`config.mk`:
```
export PLATFORM = sky130hd
export DESIGN_NAME = receiver
export DESIGN_NICKNAME = d
export VERILOG_FILES = /design/src/rtl/receiver.sv
export SDC_FILE = /design/constraint.sdc
export NUM_CORES = 1
export LEC_CHECK = 0
export ABC_AREA = 1
export ABC_CLOCK_PERIOD_IN_PS = 2400
export BUFFER_PORTS_ARGS = -buffer_cell sky130_fd_sc_hd__buf_2
export CORE_UTILIZATION = 55
export DETAILED_ROUTE_END_ITERATION = 8
export PLACE_DENSITY = 0.86
export SKIP_CTS_REPAIR_TIMING = 1
export SLEW_MARGIN = 20
export SYNTH_ARGS = -nofsm -noshare
export SYNTH_HDL_FRONTEND = slang
export SYNTH_SLANG_ARGS = --single-unit
```
`constraint.sdc`:
```
create_clock -name Clk -period 2.4 [get_ports Clk]
set_input_delay 0 -clock Clk [delete_from_list [all_inputs] [get_ports Clk]]
set_output_delay 0 -clock Clk [all_outputs]
set_load 0.1 [all_outputs]
```
`src/rtl/receiver.sv`:
```
// rtl/receiver.sv - 802.11a receive descrambler with seed recovery and 7-stage output delay line
module receiver (
    input  logic       Clk,
    input  logic       Reset,
    input  logic       x,
    input  logic [2:0] num_pads,
    output logic       y
);

    // scr[0] is the newest state bit S[1], scr[6] is S[7]
    logic [6:0] scr;
    logic [6:0] scr_next;
    logic [3:0] cnt;
    logic [6:0] dly;
    logic [6:0] vld;
    logic       prefix;
    logic       seq_bit;
    logic       d;
    logic       unused_pads;

    // pad count is carried for a later pad-removal stage and deliberately ignored here
    assign unused_pads = ^num_pads;

    // first seven bits after reset are the all-zero plaintext prefix
    assign prefix  = (cnt < 4'd7);
    assign seq_bit = scr[6] ^ scr[3];

    // descramble: during the prefix the received bit is the sequence itself and seeds the state
    always_comb begin
        d        = 1'b0;
        scr_next = {scr[5:0], seq_bit};
        if (prefix) begin
            scr_next = {scr[5:0], x};
        end else begin
            d = x ^ seq_bit;
        end
    end

    // state, saturating bit counter and delay line; the last stage is loaded masked so y is a pure flop
    always_ff @(posedge Clk) begin
        if (!Reset) begin
            scr <= 7'd0;
            cnt <= 4'd0;
            dly <= 7'd0;
            vld <= 7'd0;
        end else begin
            scr <= scr_next;
            if (prefix) begin
                cnt <= cnt + 4'd1;
            end
            vld <= {vld[5:0], ~prefix};
            dly <= {dly[5] & vld[5], dly[4:0], d};
        end
    end

    assign y = dly[6];

endmodule

```
## Yosys cells after proc, flatten, opt, wreduce, memory -nomap -nowiden

Index checks and enable logic that the tools add are counted.

- Bits in registers: 24
- Bits in latches: 0
- RAM bits: 0
- Memory bits (read-only): 0
- Bits of input ports: 6
- Output and inout port bits: 1
- Word-level logic and storage cells: 14
- Memories kept: 0

- Add/sub/neg operators: 1
- Multipliers: 0
- Div/mod/pow operators: 0
- Order comparisons: 1
- Eq/ne operators: 0
- Shifts and indexed selects: 0
- Muxes and demuxes: 1
- Bitwise gates (word level): 5
- Reduce and logical (&&, ||, !) cells: 1

Operator list:

| operator | count |
|---|---|
| $add 4x1->4 const B | 1 |
| $lt 4x3->1 const B | 1 |
| $not 1->1 | 2 |
| $reduce_or 2->1 | 1 |
| $xor 1x1->1 | 2 |
| $and 1x1->1 | 1 |
| $mux 1 | 1 |

## Logic depth before layout (Yosys ltp)

- Depth after elaboration: 2
- Gate-level depth with buffers: 6
- Depth with buffers taken out: 6

## Worst setup path after synthesis

No wires, ideal clock.

- Kind: reg2reg
- Start point: register cnt[0]
- End point: register cnt[0]
- Setup time: 0.116 ns
- Data arrival time: 0.889 ns
- Required time: 2.284 ns
- Setup slack: 1.395 ns
- Cell stages (with the launch flop): 6
- Path buffers: 0
- Clock period less this slack: 1.005 ns
- Cell sequence: dfxtp_1 ha_1 nand2_2 nand2_1 o21ai_0 nor2_1

- Longest elaborated chain between the ends: 1

Ends and longest elaborated chain:

| item | line | RTL |
|---|---|---|
| start: declaration | 13 | `logic [3:0] cnt;` |
| start signal: assignment | 49 | `cnt <= cnt + 4'd1;` |
| $add 4x1->4 or $lt 4x3->1 (tied branches) | 49, 25 |  |

Several ways; a longest one is shown, not always the timed one.
A chain may end at the register's enable or synchronous reset.

## Final worst setup path

- Start point: register cnt[0]
- End point: register scr[0]

- Longest elaborated chain between the ends: 2

Ends and longest elaborated chain:

| item | line | RTL |
|---|---|---|
| $lt 4x3->1 | 25 | `assign prefix = (cnt < 4'd7);` |
| $mux 1 | 32 | `if (prefix) begin` |
| end signal: assignment | 47 | `scr <= scr_next;` |
| end: declaration | 11 | `logic [6:0] scr;` |

No other way between the ends.

==> parameters.txt <==
Parameter                              Value

Die
  Die area    approximately 1600 sq um
  Area inside the core boundary    1318 sq um
  Rows    13
  Top Ports    7
  Width of the die    39.83 um
  Die Y    39.83 um
  Effective utilization at floorplan    about three fifths

Route
  Drt wl/cell    8.270 um
  Via total after detailed routing    508
  Remaining routing DRC violations    0
  Count of routing violations after the opening detailed-route iteration    2
  Total length of routed wires    951 um
  Number of vias per cell after detailed routing    4.417
  Number of optimization iterations in the first detailed-route pass    2
  Number of routed nets with antenna violations    0

Worst setup path
  Most numerous cell on the critical path    sky130_fd_sc_hd__nor2_1
  Required time of the critical path    roughly 2.6 ns
  Type of destination of the critical path    register
  Launching point of the worst reg2reg path    cnt[0]$_SDFFE_PN0N_
  FF-to-FF End    scr[0]$_SDFF_PN0_
  CP max stage delay    around 0.40 ns
  Termination of the worst setup path    scr[0]$_SDFF_PN0_
  R2r worst-path depth    6
  Maximum fanout along the worst path    4
  CP Cell Sequence    ha_1, nand2_2, nand2_1, inv_2, nor2_1, nor2_1
  Setup slack of the worst register-to-register path    1.30 ns
  Critical Path AT    1.31 ns
  Master of the slowest instance on the critical path    sky130_fd_sc_hd__dfxtp_1
  Crit start category    register
  Startpoint of the most critical setup path    cnt[0]$_SDFFE_PN0N_
  CP Class    reg2reg

Power
  Fraction of power consumed by the clock network    27.4%
  Pint    around 0.47 mW
  Switching power as a share of total power    20.83%
  Net switching power figure    between 0.1 and 0.15 mW
  Gate power share    under 10%
  Static leakage power    approximately 0.48 nW
  Part of the power in registers    between 60 and 70%
  Largest vdd supply drop    ~0.53 mV
  Power per standard cell area    between 700 and 800 nW/um^2

Finish
  Number of inserted diodes    0
  Utilization after layout    63.82%
  Layout net count    109
  Layout Area Growth over Synthesis    6.836%
  Final cell area excluding filler cells    840.8 sq um
  Layout cells sized above 1    approximately 11%

Logic synthesis
  Mapped cell area    a little under 800 sq um
  Cell type contributing the most total cell area after synthesis    sky130_fd_sc_hd__dfxtp_1
  FFs w/ async S/R, synth    0%
  Part of the Yosys area used for sequential elements    about three fifths
  Number of synthesized register bits    24
  Top FF cell, synth    sky130_fd_sc_hd__dfxtp_1
  Proportion of netlist area held by the largest area contributor    between 60% and 70%
  Number of warnings reported in the yosys synthesis log    0
  Ranking of synthesized cells by area    sky130_fd_sc_hd__dfxtp_1 (61%), sky130_fd_sc_hd__nand2_1 (13%), sky130_fd_sc_hd__inv_1 (9.5%)
  Post-synth cell types    14
  Post-synthesis net count    between 100 and 150
  Count of flip-flops with a built-in enable after synthesis    0
  Gate Count Post-Synth    95
  Mean instance size in the synthesized netlist    approximately 8.3 sq um

Clock tree
  Clk pin slew, worst setup/hold paths    between 0.1 and 0.15 ns
  Num CTS Buffers    3
  Buffer type at the clock tree root    sky130_fd_sc_hd__clkbuf_4
  Number of clock sinks    24
  Maximum buffer depth of the clock tree    2
  Count of H-tree levels built during CTS    1
  Later-pin clock latency in the skew report    0.30 ns
  Clock tree from TritonCTS    yes

Timing
  Fin crit share    about 46%
  Slew headroom    just under 70%
  Setup clock skew after layout    between 0.001 and 0.0015 ns
  Period minus WS final    approximately 1.1 ns
  Maximum achievable frequency    between 900 and 1000 MHz
  Final setup TNS    0 ns
  Fin. max-slew vios    0
  Slew at the pin with the worst max-slew slack    around 0.48 ns
  Count of final setup violators    0
  Hold Violations, Final    0
  Setup repair after global routing missed its margin    no

Global route
  Number of antenna violations at the first check in global routing    0
  Grt total ovfl    0
  Number of global-route vias before repair    about 440
  All-Layer GR Usage    16.29%
  Global-route wire length before repair    between 1500 and 2000 um
  Maximum number of pins on one net before global-route repair    22

Job
  Max-capacitance violation count    0

Worst hold path
  Tightest Hold Check Type    in2reg

Status
  Outcome    completed

Placement
  Placed standard-cell area    roughly 810 sq um
  Final GP Congestion    a little under 0.7
  Buffers added on ports    3
  HPWL Detailed    between 600 and 700 um
## power by group through the flow
stage / clock network, mW / logic [mW] / registers (mW)
final: 0.164 / 0.0233 / 0.411
after global routing: 0.183 / 0.0278 / 0.413
after CTS: 0.171 / 0.0225 / 0.411
after detailed placement: 0 / 0.0224 / 0.420
after global placement: 0 / 0.0216 / 0.420
after floorplan: 0 / 0.0185 / 0.419
## layer usage
metal	up-vias	part of all wire (%)	GRT usage, %
li1	283	-	-
met1	213	51	16.49
met2	7	42	25.82
met3	5	2.9	5.114
met4	0	3.9	15.52
met5	-	0	0
## metrics by stage
step / worst slack (ns) / power (mW) / instances / hold WS (ns)
finish: 1.303 / 0.5988 / 115 / 0.06310
floorplan: 1.395 / 0.4378 / 95 / 0.1349
global route: 1.165 / 0.6233 / 115 / 0.06577
global placement: 1.343 / 0.4416 / 111 / 0.2619
CTS: 1.293 / 0.6050 / 114 / -0.06531
detailed placement: 1.310 / 0.4428 / 111 / 0.2623
## final cells by class
| cell class | count | area [sq um] |
|---|---|---|
| flip-flops and latches | 24 | 480.5 |
| fillers | 122 | 476.7 |
| multi-input cells | 46 | 207.7 |
| inverters | 23 | 86.33 |
| repair buffers | 4 | 25.02 |
| clock buffers | 3 | 22.52 |
| well taps | 15 | 18.77 |
## placed cells by master, fill, tap and decap left out
master	count
sky130_fd_sc_hd__a21oi_1	2
sky130_fd_sc_hd__a21oi_4	1
sky130_fd_sc_hd__buf_2	3
sky130_fd_sc_hd__clkbuf_4	3
sky130_fd_sc_hd__dfxtp_1	24
sky130_fd_sc_hd__dlygate4sd3_1	1
sky130_fd_sc_hd__ha_1	1
sky130_fd_sc_hd__inv_1	20
sky130_fd_sc_hd__inv_2	3
sky130_fd_sc_hd__nand2_1	27
sky130_fd_sc_hd__nand2_2	1
sky130_fd_sc_hd__nand3_1	2
sky130_fd_sc_hd__nand3b_1	1
sky130_fd_sc_hd__nor2_1	9
sky130_fd_sc_hd__o21ai_0	2
## worst max-delay path, delay by kind of cell (launching register included)
family	cells	cell delay [ns]
buffers and inverters	1	0.05
DFF	1	0.40
adders and majority gates	1	0.20
and+or+nand+nor	4	0.36
## logic make-up after synthesis
kind of cell	Yosys count	share of synthesized area [%]
and+or+nand+nor	40	20.19
buffers and inverters	25	12.56
DFF	24	61.05
AOI/OAI and AO/OA	5	4.611
adders and majority gates	1	1.590
## registers in the layout (all words and copies together), names as in the netlist
name  cells
vld       6
scr       7
cnt       4
dly       7
## worst min path at each step
stage	to	slack (ns)	depth (start not counted)	from
floorplan	dly[0]$_SDFF_PP0_	0.13	2	x
global placement	dly[0]$_SDFF_PP0_	0.26	3	x
detailed placement	dly[0]$_SDFF_PP0_	0.26	3	x
CTS	dly[0]$_SDFF_PP0_	-0.07	3	x
global route	scr[2]$_SDFF_PN0_	0.07	3	Reset
finish	vld[4]$_SDFF_PN0_	0.06	3	Reset
## Yosys cell counts, types with 2 or more instances
master,number
sky130_fd_sc_hd__nand2_1,27
sky130_fd_sc_hd__dfxtp_1,24
sky130_fd_sc_hd__inv_1,20
sky130_fd_sc_hd__nor2_1,9
sky130_fd_sc_hd__inv_2,3
sky130_fd_sc_hd__a21oi_1,2
sky130_fd_sc_hd__nand3_1,2
sky130_fd_sc_hd__o21ai_0,2
Power figures use the tool's default switching activity.
